--- config.mk ---
export PLATFORM = sky130hd
export DESIGN_NAME = dmem_arbiter
export DESIGN_NICKNAME = d
export VERILOG_FILES = /design/src/rtl/dmem_arbiter_pkg.sv /design/src/rtl/dmem_rd_tag_pipe.sv /design/src/rtl/dmem_arbiter.sv
export SDC_FILE = /design/constraint.sdc
export NUM_CORES = 1
export LEC_CHECK = 0
export ABC_CLOCK_PERIOD_IN_PS = 2400
export CAP_MARGIN = 10
export CORE_AREA = 2 2 118 120
export CTS_BUF_LIST = sky130_fd_sc_hd__clkbuf_16
export DETAILED_ROUTE_END_ITERATION = 10
export DIE_AREA = 0 0 120 122
export GPL_ROUTABILITY_DRIVEN = 0
export GPL_TIMING_DRIVEN = 0
export SYNTH_ARGS = -nofsm -noshare
export SYNTH_HDL_FRONTEND = slang
export SYNTH_SLANG_ARGS = --single-unit
--- constraint.sdc ---
create_clock -name clk -period 2.4 [get_ports clk]
set_input_delay 0.48 -clock clk [delete_from_list [all_inputs] [get_ports clk]]
set_output_delay 0.48 -clock clk [all_outputs]
set_load 0.05 [all_outputs]
--- src/rtl/dmem_arbiter_pkg.sv ---
// Shared types for the data-memory arbiter: port-id encoding, read tag, default widths.
package dmem_arbiter_pkg;

  localparam int ADDR_W_DEF = 32;
  localparam int DATA_W_DEF = 32;

  typedef enum logic {
    PORT_CORE = 1'b0,
    PORT_DBG  = 1'b1
  } port_id_e;

  typedef struct packed {
    logic     valid;
    port_id_e port_id;
  } rd_tag_t;

endpackage

--- src/rtl/dmem_rd_tag_pipe.sv ---
// RD_LAT-deep shift register of read tags; the last stage lines up with mem_rdata.
module dmem_rd_tag_pipe
  import dmem_arbiter_pkg::*;
#(
  parameter int RD_LAT = 1
) (
  input  logic    clk,
  input  logic    rst_n,
  input  rd_tag_t tag_i,
  output rd_tag_t tag_o
);

  rd_tag_t tag_q [RD_LAT];

  always_ff @(posedge clk or negedge rst_n) begin
    if (!rst_n) begin
      for (int i = 0; i < RD_LAT; i++) tag_q[i] <= '0;
    end else begin
      tag_q[0] <= tag_i;
      for (int i = 1; i < RD_LAT; i++) tag_q[i] <= tag_q[i-1];
    end
  end

  assign tag_o = tag_q[RD_LAT-1];

endmodule

--- src/rtl/dmem_arbiter.sv ---
// Two-port single-port-memory arbiter: fixed priority to port 0 with a port-1 starvation guard.
// Optional DMEM_ARB_LOCK_EN adds m1_lock for exclusive debug-port access (atomic RMW).
module dmem_arbiter
  import dmem_arbiter_pkg::*;
#(
  parameter int ADDR_W   = ADDR_W_DEF,
  parameter int DATA_W   = DATA_W_DEF,
  parameter int RD_LAT   = 1,
  parameter int MAX_WAIT = 3
) (
  input  logic              clk,
  input  logic              rst,
  input  logic              m0_req,
  input  logic              m0_we,
  input  logic [ADDR_W-1:0] m0_addr,
  input  logic [DATA_W-1:0] m0_wdata,
  output logic              m0_gnt,
  output logic              m0_rvalid,
  output logic [DATA_W-1:0] m0_rdata,
  input  logic              m1_req,
  input  logic              m1_we,
  input  logic [ADDR_W-1:0] m1_addr,
  input  logic [DATA_W-1:0] m1_wdata,
`ifdef DMEM_ARB_LOCK_EN
  input  logic              m1_lock,
`endif
  output logic              m1_gnt,
  output logic              m1_rvalid,
  output logic [DATA_W-1:0] m1_rdata,
  output logic              mem_re,
  output logic              mem_we,
  output logic [ADDR_W-1:0] mem_addr,
  output logic [DATA_W-1:0] mem_wdata,
  input  logic [DATA_W-1:0] mem_rdata
);

  localparam logic [3:0] MAXW = 4'(MAX_WAIT);

  logic [3:0] wait_q, wait_d;
  rd_tag_t    tag_in, tag_out;
  logic       lock_act;

`ifdef DMEM_ARB_LOCK_EN
  logic lock_q, lock_d;

  always_comb begin
    lock_d = lock_q;
    if (m1_gnt) lock_d = m1_lock;
  end

  always_ff @(posedge clk or negedge rst) begin
    if (!rst) lock_q <= 1'b0;
    else      lock_q <= lock_d;
  end

  assign lock_act = lock_q;
`else
  assign lock_act = 1'b0;
`endif

  // Port 0 wins a collision unless port 1 has waited MAX_WAIT cycles or holds the lock.
  always_comb begin
    m0_gnt = 1'b0;
    m1_gnt = 1'b0;
    if (lock_act) begin
      m1_gnt = m1_req;
    end else if (m0_req && m1_req) begin
      if (wait_q == MAXW) m1_gnt = 1'b1;
      else                m0_gnt = 1'b1;
    end else begin
      m0_gnt = m0_req;
      m1_gnt = m1_req;
    end
  end

  always_comb begin
    mem_re    = 1'b0;
    mem_we    = 1'b0;
    mem_addr  = '0;
    mem_wdata = '0;
    if (m0_gnt) begin
      mem_re    = ~m0_we;
      mem_we    = m0_we;
      mem_addr  = m0_addr;
      mem_wdata = m0_wdata;
    end else if (m1_gnt) begin
      mem_re    = ~m1_we;
      mem_we    = m1_we;
      mem_addr  = m1_addr;
      mem_wdata = m1_wdata;
    end
  end

  always_comb begin
    wait_d = '0;
    if (m1_req && !m1_gnt) wait_d = (wait_q == MAXW) ? wait_q : 4'(wait_q + 4'd1);
  end

  always_ff @(posedge clk or negedge rst) begin
    if (!rst) wait_q <= '0;
    else      wait_q <= wait_d;
  end

  assign tag_in.valid   = mem_re;
  assign tag_in.port_id = m1_gnt ? PORT_DBG : PORT_CORE;

  dmem_rd_tag_pipe #(
    .RD_LAT(RD_LAT)
  ) u_tag_pipe (
    .clk  (clk),
    .rst_n(rst),
    .tag_i(tag_in),
    .tag_o(tag_out)
  );

  // Response steering: only the port that owns the emerging tag sees data.
  always_comb begin
    m0_rvalid = tag_out.valid && (tag_out.port_id == PORT_CORE);
    m1_rvalid = tag_out.valid && (tag_out.port_id == PORT_DBG);
    m0_rdata  = m0_rvalid ? mem_rdata : '0;
    m1_rdata  = m1_rvalid ? mem_rdata : '0;
  end

endmodule

==> impl_results.md, run 1 <==
- Avg Cell Area, Syn: 7.73 um2
- Crit path DAT: 1.93 ns
- Pre-CTS WS: -0.872 ns
- Largest net degree at the start of global routing: 12
- Yosys cell types: 21
- Antenna violations before repair: 0
- Critical path required time: 1.92 ns
- Endpoints failing hold: 0
- Initial Util: 0.102
- RSZ-0062 raised after global routing: true
- Max_slew headroom: 0.656
- CTS sink cnt: 6
- Leak: 2.38 nW
- Synthesis-to-layout area growth: 260%
- Antenna-violating nets left: 0
- Max-slew violation count: 0
- Synthesis warning total: 0
- Worst Path Max Fanout: 6
- Violated checks: setup timing
- N_diodes: 0
- FFs w/ async S/R, synth: 1.00
- CTS tree: yes
- Core area: 0.0135 mm2
- Fin crit share: 1.00
- DRC viols: 0
- Final clock skew: 0.00258 ns
- EDFF count, synth: 0
- Pwr per Cell Area: 333 mW/mm2
- Final HPWL DP: 8810 um
- GRT overflow: 0
- Gate Count Post-Synth: 178
- Wire length per cell: 15.7 um
- Yosys reg bits: 6
- Final wirelength: 10,500 um
- Cell Count, Final, Fillers Out: 670
- Slowest stage delay, CP: 0.36 ns
- Final setup margin: -0.00804 ns
- Top Ports: 300
- Initial DRC count: 59
- Fillers: 1,387
- Routed via count: 2,723
- Most frequent cells in the layout: 163 x clkdlybuf4s50_1, 62 x a22o_1, 49 x buf_6
- Die H: 122 um
- Worst vdd ir: 0.159 mV
- Chip width: 120 um
- Worst setup SP type: register
- F_max: 415 MHz
- Vias in the first global route: 2,736
- CP Capture Type: output pin
- Slowest-stage cell, CP: dfrtp_1
- Crit-path cells: ha_2 -> nor3b_4 -> a21oi_4 -> buf_6 -> clkbuf_16 -> a22o_4 -> buf_8
- Sequential share of the synthesized area: 0.109
- Commonest non-fill, non-tap cell in the layout: clkdlybuf4s50_1
- CTS Root Cell: clkbuf_16
- CTS Hold Bufs: 0
- CP Class: reg -> out
- Clock buffer depth: 2
- First-pass GRT wire length: 14,500 um
- Status: finished with violations
- H-tree depth: 1
- Clock latency on the worst-skew pair: 0.23 ns
- Die ar.: 0.0146 mm2
- Row count: 43
- Dpl cells: 657
- Vias per cell: 4.06
- Gr usage total: 0.125
- Commonest register cell after synthesis: dfrtp_1
- Final nets: 659
- Syn_nets: 345
- Clock slew at reported path FFs: 0.03 ns
- Share of layout cells above drive strength 1: 0.280
- Port buffer count: 299
- Total of max-cap violations: 0
- Transition time at the pin with the least slew margin: 0.516 ns
- Cell area after synthesis: 0.00138 mm2
- Fin crit period: 2.41 ns
- Number of buffers created by CTS: 3
- Endpoints failing setup: 2
- Min-delay worst type: in -> async
- DR pass1 iterations: 6
## layout make-up
class / instances / area (um2) / share of cell area
Clock buffer: 3 / 75.1 / 0.0151
Multi-Input combinational cell: 146 / 1150 / 0.233
Tap cell: 180 / 225 / 0.0454
Buffer: 23 / 204 / 0.0412
Timing Repair Buffer: 309 / 3140 / 0.633
Sequential cell: 6 / 150 / 0.0303
Inverter: 3 / 11.3 / 0.00227
## power breakdown
group	total (mW)	switching (mW)	internal (mW)
logic	1.27	0.704	0.570
clock network	0.265	0.0512	0.213
registers	0.112	0.00624	0.106
total	1.65	0.761	0.889
## kinds of logic (layout without fill, tap and decap cells)
group                      after synthesis  in the layout  synth area share
and+or+nand+nor                         75             75             0.341
AOI/OAI and AO/OA                       67             67             0.425
buffers and inverters                   26            338            0.0955
DFF                                      6              6             0.109
xor gates and xnor gates                 2              2            0.0127
adders and majority gates                1              1           0.00909
muxes                                    1              1           0.00727
## final timing paths
| check | start | cells past startpoint | slack (ns) | end |
|---|---|---|---|---|
| max | wait_q[1]$_DFFE_PN0P_ | 7 | -0.008 | mem_addr[10] |
| min in group clk | wait_q[2]$_DFFE_PN0P_ | 2 | 0.65 | wait_q[2]$_DFFE_PN0P_ |
| min reg2reg | wait_q[2]$_DFFE_PN0P_ | 2 | 0.65 | wait_q[2]$_DFFE_PN0P_ |
| min | rst | 1 | 0.50 | wait_q[3]$_DFFE_PN0P_ |
| max reg2reg | wait_q[1]$_DFFE_PN0P_ | 5 | 0.87 | u_tag_pipe.tag_o[1]$_DFF_PN0_ |
| max in group asynchronous | rst | 1 | 1.69 | u_tag_pipe.tag_o[0]$_DFF_PN0_ |
## state kept, by name (all words and copies together), names as in the netlist
register          cells
u_tag_pipe.tag_o      2
wait_q                4
## timing repair
| action | in CTS | in global routing |
|---|---|---|
| gates resized for setup | 546 | 97 |
| setup endpoints to repair | 131 | 91 |
| pin swaps | 7 | 24 |
| gates cloned | 2 | 4 |
| setup buffers | 3 | 1 |
## synth_stat cells, types with 2 or more instances
cell,number,share of area
buf_4,5,0.027
clkbuf_1,11,0.030
dfrtp_1,6,0.11
a22o_1,65,0.41
nor3_1,3,0.011
and2_1,33,0.15
nand2_1,2,0.0055
inv_1,3,0.0082
buf_2,6,0.022
and3_1,33,0.15
## per-stage QoR
step            util   TNS, ns  power (mW)  hold slack (ns)  cell area, um2
6_report       0.367  -0.00892        1.65            0.495            4960
5_1_grt        0.367     -2.37        1.72            0.515            4960
4_1_cts        0.344         0        1.59            0.502            4640
3_5_place_dp   0.341    -58.92        1.34            0.476            4610
3_3_place_gp   0.341    -56.66        1.34            0.458            4610
2_1_floorplan      -         0       0.758            0.184            1390
## critical path, delay by kind of cell, from the launching register on
family / cells / cell delay, ns
AO/OA/AOI/OAI: 2 / 0.39
adder cells (fa/ha/maj): 1 / 0.19
AND/OR/NAND/NOR: 1 / 0.29
flip-flops: 1 / 0.36
buffers and inverters: 3 / 0.47
## routing by layer
layer,global-route usage,wire length (um),vias to the layer above
li1,-,-,1314
met5,0,0,-
met3,0.0272,1020,6
met2,0.245,5720,180
met1,0.137,3700,1223
met4,0.0235,67,0
(Power assumes the default switching activity.)
==> run 2, diff against run 1 <==
--- a/constraint.sdc
+++ b/constraint.sdc
@@ -3,2 +3,2 @@
 set_output_delay 0.48 -clock clk [all_outputs]
-set_load 0.05 [all_outputs]
+set_load 0.1 [all_outputs]
==> run 2 against run 1 <==
Against the previous run: the run still ends with setup timing left; via count grew 2.4%; flip-flop and latch count is the same; global-route usage increased by 1.7 points; worst setup slack got worse by 0.064 ns; first-iteration DRC count rose by 5.1%; sequential share of layout area shrank 0.59 points; largest power group unchanged.
==> impl_results.md, run 2 (synthesis gave the netlist of run 1 again) <==
- Slowest-stage cell, CP: dfrtp_1
- Final nets: 667 (+1.2%)
- Cell-internal power: 1.16 mW (+31%)
- Critical Path Stages: 8 (+1)
- Share of layout cells above drive strength 1: 0.502 (+0.222)
- Crit path DAT: 1.99 ns (+0.06 ns)
- Final setup margin: -0.0721 ns (-0.0640 ns)
- Final clock skew: 0.00138 ns (-0.00120 ns)
- Endpoints failing hold: 0 (unchanged)
- Most frequent cells in the layout: 163 x clkdlybuf4s50_1, 65 x buf_12, 54 x a22o_4
- Crit-path cells: ha_2 -> nor3b_4 -> o21a_4 -> buf_12 -> buf_12 -> buf_16 -> a22o_4 -> buf_12
- R2r worst-path depth: 5 (unchanged)
- Final HPWL DP: 9160 um (+3.9%)
- Worst setup SP type: register
- Initial DRC count: 62 (+5.1%)
- Critical path required time: 1.92 ns (about the same)
- Post-layout util: 0.456 (+0.0893)
- Fin crit period: 2.47 ns (+0.0640 ns)
- Clock latency on the worst-skew pair: 0.23 ns (about the same)
- RSZ-0062 raised after global routing: true
- Core area: 0.0135 mm2 (unchanged)
- Initial Util: 0.102 (unchanged)
- Die H: 122 um (unchanged)
- CTS tree: yes
- Row count: 43 (unchanged)
- Psw: 1.35 mW (+77%)
- Number of flip-flops in the largest register: 4 (unchanged)
- Wire length per cell: 16.8 um (+7.3%)
- Cell repeated most along the worst path: buf_12
- Status: finished with violations
- N_diodes: 0 (unchanged)
- Top Ports: 300 (unchanged)
- H-tree depth: 1 (unchanged)
- Sw frac: 0.537 (+0.0756)
- Violated checks: setup timing
- FF-to-FF End: u_tag_pipe.tag_o[1]$_DFF_PN0_
- Fin crit share: 1.03 (+0.0267)
- Design Power: 2.51 mW (+52%)
- Commonest non-fill, non-tap cell in the layout: clkdlybuf4s50_1
- Reg area: 150 um2 (unchanged)
- Die ar.: 0.0146 mm2 (unchanged)
- Fillers: 1,249 (-9.9%)
- Flop2flop setup slack: 0.87 ns (about the same)
- Antenna violations before repair: 0 (unchanged)
- CTS Root Cell: clkbuf_16
- Number of buffers created by CTS: 3 (unchanged)
- Final wirelength: 11,400 um (+8.6%)
- Routed via count: 2,787 (+2.4%)
- CP Capture Type: output pin
- Leak: 2.73 nW (+15%)
- Hold slack: 0.494 ns (-0.00119 ns)
- Slowest stage delay, CP: 0.38 ns (+0.02 ns)
- Buf/Inv on CP: 4 (+1)
- Synthesis-to-layout area growth: 348%
- Max_slew headroom: 0.626 (-0.0301)
- Transition time at the pin with the least slew margin: 0.564 ns (+0.0487 ns)
- First-pass GRT wire length: 16,400 um (+14%)
- F_max: 405 MHz (-2.6%)
- CP Capture Point: mem_wdata[29]
- Clock slew at reported path FFs: 0.03 ns (about the same)
- Area of the multi-input gates: 0.00162 mm2 (+41%)
- Antenna-violating nets left: 0 (unchanged)
- Most flop-heavy register: wait_q
- Chip width: 120 um (unchanged)
- Total of max-cap violations: 0 (unchanged)
- Vias in the first global route: 2,882 (+5.3%)
- CP startpoint: wait_q[0]$_DFFE_PN0P_
- Largest net degree at the start of global routing: 12 (unchanged)
- CTS sink cnt: 6 (unchanged)
- CP Class: reg -> out
- DR pass1 iterations: 4 (-2)
- Clock Power Share: 0.107 (-0.053)
- Gr usage total: 0.142 (+0.0171)
- Comb pwr share: 0.848 (+0.076)
- GRT overflow: 0 (unchanged)
- Delay-heaviest family, CP: buffers and inverters
- Reg2reg start: wait_q[0]$_DFFE_PN0P_
- Worst vdd ir: 0.229 mV (+43%)
- Pwr per Cell Area: 407 mW/mm2 (+22%)
- CTS Hold Bufs: 0 (unchanged)
- Vias per cell: 4.11 (+1.1%)
- Clock buffer depth: 2 (unchanged)
- Worst Path Max Fanout: 8 (+2)
- Port buffer count: 299 (unchanged)
- Sequential share of power: 0.044 (-0.024)
- Min-delay worst type: in -> async
- Max-slew violation count: 0 (unchanged)
- DRC viols: 0 (unchanged)
- Endpoints failing setup: 22 (+20)
-- run 2: cell types whose count changed in the layout (fill, tap and decap cells not counted), moves of 6 or more --
cell | previous run | this run
a22o_4 | 3 | 54
and2_1 | 33 | 24
a22o_1 | 62 | 3
a22o_2 | 0 | 8
clkdlybuf4s15_2 | 30 | 36
buf_4 | 18 | 33
buf_6 | 49 | 8
dlygate4sd2_1 | 35 | 2
and2_2 | 0 | 9
buf_12 | 0 | 65
-- run 2: worst min path at each step --
stage | endpoint | slack, ns | cells after the start
4_1_cts | u_tag_pipe.tag_o[0]$_DFF_PN0_ | 0.50 | 1
3_5_place_dp | wait_q[0]$_DFFE_PN0P_ | 0.47 | 1
6_report | wait_q[3]$_DFFE_PN0P_ | 0.49 | 1
5_1_grt | wait_q[2]$_DFFE_PN0P_ | 0.52 | 1
2_1_floorplan | u_tag_pipe.tag_o[0]$_DFF_PN0_ | 0.18 | 0
3_3_place_gp | wait_q[0]$_DFFE_PN0P_ | 0.46 | 1
-- run 2: layout make-up --
cell class,count,area share
Buffer,19,0.0335
Clock buffer,3,0.0122
Inverter,3,0.00183
Multi-Input combinational cell,146,0.263
Sequential cell,6,0.0244
Tap cell,180,0.0365
Timing Repair Buffer,321,0.628
-- run 2: worst register-to-register path: stages, from the launching register on --
cell and delay (ns):
dfrtp_1 0.38, ha_2 0.19, nor3b_4 0.17, o21a_4 0.23, buf_2 0.18, a22o_4 0.25
-- run 2: power groups by stage --
stage / combinational, mW / clock [mW] / sequential, mW
floorplan: 1.17 / 0 / 0.110
global placement: 1.74 / 0 / 0.113
detailed placement: 1.75 / 0 / 0.113
CTS: 2.10 / 0.275 / 0.111
global route: 2.19 / 0.283 / 0.112
finish: 2.13 / 0.269 / 0.111
-- run 2: through the flow --
step / cell area (um2) / setup slack, ns / std cells / setup TNS (ns)
after floorplan: 1480 / -0.168 / 178 / -1.30
after global placement: 4700 / -1.13 / 657 / -96.42
after detailed placement: 4700 / -1.14 / 657 / -97.81
after CTS: 6040 / -0.135 / 676 / -2.22
after global routing: 6160 / -0.122 / 678 / -5.41
final: 6160 / -0.0721 / 678 / -0.767
-- run 2: repair_timing --
| item | in CTS | in global routing |
|---|---|---|
| setup buffers | 7 | 9 |
| setup endpoints to repair | 134 | 93 |
| gates resized for setup | 948 | 44 |
| cloned | 9 | 0 |
| pin swaps | 29 | 33 |
-- run 2: per-layer routing --
metal | wire, um | global-route usage | vias up
li1 | - | - | 1324
met1 | 4120 | 0.161 | 1269
met2 | 6120 | 0.278 | 185
met3 | 1080 | 0.0286 | 9
met4 | 89 | 0.0176 | 0
met5 | 0 | 0 | -
==> run 3, diff against run 2 <==
- CORE_AREA: 2 2 118 120 -> 2 2 116 118
- CTS_CLUSTER_SIZE: default -> 30
- DIE_AREA: 0 0 120 122 -> 0 0 118 120
- DONT_BUFFER_PORTS: default -> 1
==> run 3 against run 2 <==
Against the previous run: the flow still finishes with violations (setup timing); count of clock-buffer cells in the layout unchanged; critical endpoint is now mem_we; combinational power decreased by 32%; first-iteration DRC count increased by 8.1%; critical path depth decreased by 3; total power decreased by 27%; sequential power about the same; flip-flop and latch count unchanged; wire length decreased by 4.3%; maximum frequency decreased by 6.4%; hold slack got worse by 0.085 ns.
==> impl_results.md, run 3 (synthesis gave the netlist of run 1 again) <==
- Status: finished with violations
- Violated checks: setup timing
- Synthesis-to-layout area growth: 99.8%
- Setup_tns: -6.32 ns (-5.56 ns)
- Final wirelength: 10,900 um (-4.3%)
- Clock buffer depth: 2 (unchanged)
- Final setup margin: -0.242 ns (-0.170 ns)
- CTS tree: yes
- Worst hold stages: 1
- Crit-path cells: ha_2 -> nor3b_4 -> a21oi_4 -> buf_12 -> mux2i_4
- Gr usage total: 0.141 (-0.000628)
- GRT overflow: 0 (unchanged)
- Min-delay src: m1_req
- Worst vdd ir: 0.239 mV (+4.6%)
- H-tree depth: 1 (unchanged)
- Sequential share of power: 0.062 (+0.018)
- DR pass1 iterations: 4 (unchanged)
- Core area: 0.0130 mm2 (-3.9%)
- Most flop-heavy register: wait_q
- Psw: 1.22 mW (-9.7%)
- Reg area: 150 um2 (unchanged)
- Vias in the first global route: 1,926 (-33%)
- Cell-internal power: 0.614 mW (-47%)
- Slowest-stage cell, CP: mux2i_4
- Number of flip-flops in the largest register: 4 (unchanged)
- Initial DRC count: 67 (+8.1%)
- Fillers: 1,373 (+9.9%)
- Comb pwr share: 0.793 (-0.055)
- Total of max-cap violations: 0 (unchanged)
- Largest net degree at the start of global routing: 12 (unchanged)
- Fin crit period: 2.64 ns (+0.170 ns)
- Most frequent cells in the layout: 65 x a22o_4, 29 x and3_2, 29 x and2_4
- Slowest stage delay, CP: 0.74 ns (+0.36 ns)
- Max-slew violation count: 0 (unchanged)
- R2r worst-path depth: 7 (+2)
- Buf/Inv on CP: 1 (-3)
- Antenna violations before repair: 0 (unchanged)
- Row count: 42 (-2.3%)
- Flop2flop setup slack: 0.49 ns (-0.38 ns)
- Routed via count: 1,787 (-36%)
- Die ar.: 0.0142 mm2 (-3.3%)
- CP Class: reg -> out
- Sw frac: 0.665 (+0.128)
- Dpl cells: 354 (-46%)
- Worst setup SP type: register
- Area of the multi-input gates: 0.00181 mm2 (+12%)
- Initial Util: 0.106 (+0.00412)
- Antenna-violating nets left: 0 (unchanged)
- Reg2reg start: wait_q[0]$_DFFE_PN0P_
- Min-delay worst type: in -> reg
- Endpoints failing setup: 65 (+200%)
- Clock latency on the worst-skew pair: 0.23 ns (about the same)
- F_max: 378 MHz (-6.4%)
- FF-to-FF End: u_tag_pipe.tag_o[1]$_DFF_PN0_
- Final nets: 366 (-45%)
- RSZ-0062 raised after global routing: true
- Hold Path End: wait_q[1]$_DFFE_PN0P_
- Worst Path Max Fanout: 6 (-2)
- Transition time at the pin with the least slew margin: 0.973 ns (+0.408 ns)
- Fin crit share: 1.10 (+0.0709)
- Chip width: 118 um (-1.7%)
- Commonest non-fill, non-tap cell in the layout: a22o_4
- Endpoints failing hold: 0 (unchanged)
- Top Ports: 300 (unchanged)
- Max_slew headroom: 0.354 (-0.272)
- Die H: 120 um (-1.6%)
- Crit path DAT: 2.16 ns (+0.17 ns)
- Share of layout cells above drive strength 1: 0.853 (+0.351)
- Wire length per cell: 29.3 um (+74%)
- CTS sink cnt: 6 (unchanged)
- Number of buffers created by CTS: 3 (unchanged)
- Leak: 1.26 nW (-54%)
- Critical path required time: 1.92 ns (about the same)
- Pwr per Cell Area: 666 mW/mm2 (+64%)
- Clock slew at reported path FFs: 0.03 ns (about the same)
- Delay-heaviest family, CP: multiplexers
- Clock Power Share: 0.146 (+0.039)
- N_diodes: 0 (unchanged)
- CTS Root Cell: clkbuf_16
- Final clock skew: 0.00187 ns (+0.000497 ns)
- CP Capture Type: output pin
- Vias per cell: 4.79 (+17%)
- DRC viols: 0 (unchanged)
- Port buffer count: 0 (-100%)
- Design Power: 1.83 mW (-27%)
- Final HPWL DP: 8640 um (-5.6%)
- First-pass GRT wire length: 14,600 um (-11%)
- Cell Count, Final, Fillers Out: 373 (-45%)
-- run 3: changes by cell type in the layout (fill, tap and decap cells not counted), moves of 7 or more --
cell	before	now
clkdlybuf4s50_1	163	0
buf_12	65	8
clkdlybuf4s15_2	36	0
and2_4	0	29
and3_1	33	4
and3_2	0	29
and2_1	24	0
buf_4	33	9
a22o_4	54	65
a22o_2	8	0
buf_6	8	1
-- run 3: how the worst max path moves through the flow --
stage / cells after the start / startpoint / slack (ns) / endpoint
5_1_grt: 5 / wait_q[1]$_DFFE_PN0P_ / -0.28 / mem_we
2_1_floorplan: 5 / wait_q[0]$_DFFE_PN0P_ / -0.17 / mem_we
3_5_place_dp: 5 / wait_q[0]$_DFFE_PN0P_ / -0.49 / mem_addr[19]
4_1_cts: 5 / wait_q[1]$_DFFE_PN0P_ / -0.24 / mem_we
6_report: 5 / wait_q[0]$_DFFE_PN0P_ / -0.24 / mem_we
3_3_place_gp: 5 / wait_q[0]$_DFFE_PN0P_ / -0.42 / mem_addr[24]
-- run 3: area by class of cell --
cell class | instances | area share
multi-input cells | 146 | 0.658
repair buffers | 16 | 0.0769
flip-flops and latches | 6 | 0.0546
plain buffers | 23 | 0.0992
clock buffers | 3 | 0.0273
well taps | 176 | 0.0801
inverters | 3 | 0.00409
-- run 3: through the flow --
stage / cell area (um2) / hold WS, ns / setup WS [ns] / utilization
floorplan: 1480 / 0.184 / -0.168 / -
global route: 2750 / 0.424 / -0.281 / 0.212
finish: 2750 / 0.409 / -0.242 / 0.212
detailed placement: 1700 / 0.185 / -0.490 / 0.131
CTS: 2660 / 0.406 / -0.236 / 0.205
global placement: 1700 / 0.185 / -0.423 / 0.131
-- run 3: repair_timing --
item	CTS	global route
setup endpoints to repair	123	93
gates resized for setup	189	19
buffers inserted	10	1
pin swaps	40	7
hold endpoints to repair	6	0
gates cloned	4	0
hold buffers	1	0
-- run 3: power by group through the flow --
stage / sequential [mW] / clock [mW] / combinational, mW
floorplan: 0.110 / 0 / 1.17
global placement: 0.113 / 0 / 1.24
detailed placement: 0.114 / 0 / 1.25
CTS: 0.113 / 0.268 / 1.44
global route: 0.114 / 0.278 / 1.47
finish: 0.113 / 0.267 / 1.45
-- run 3: per-layer routing --
layer  vias to the layer above  GRT usage  part of all wire
li1                        729          -                 -
met1                       858      0.159              0.37
met2                       186      0.254              0.51
met3                        14     0.0509              0.11
met4                         0     0.0316             0.018
met5                         -          0                 0
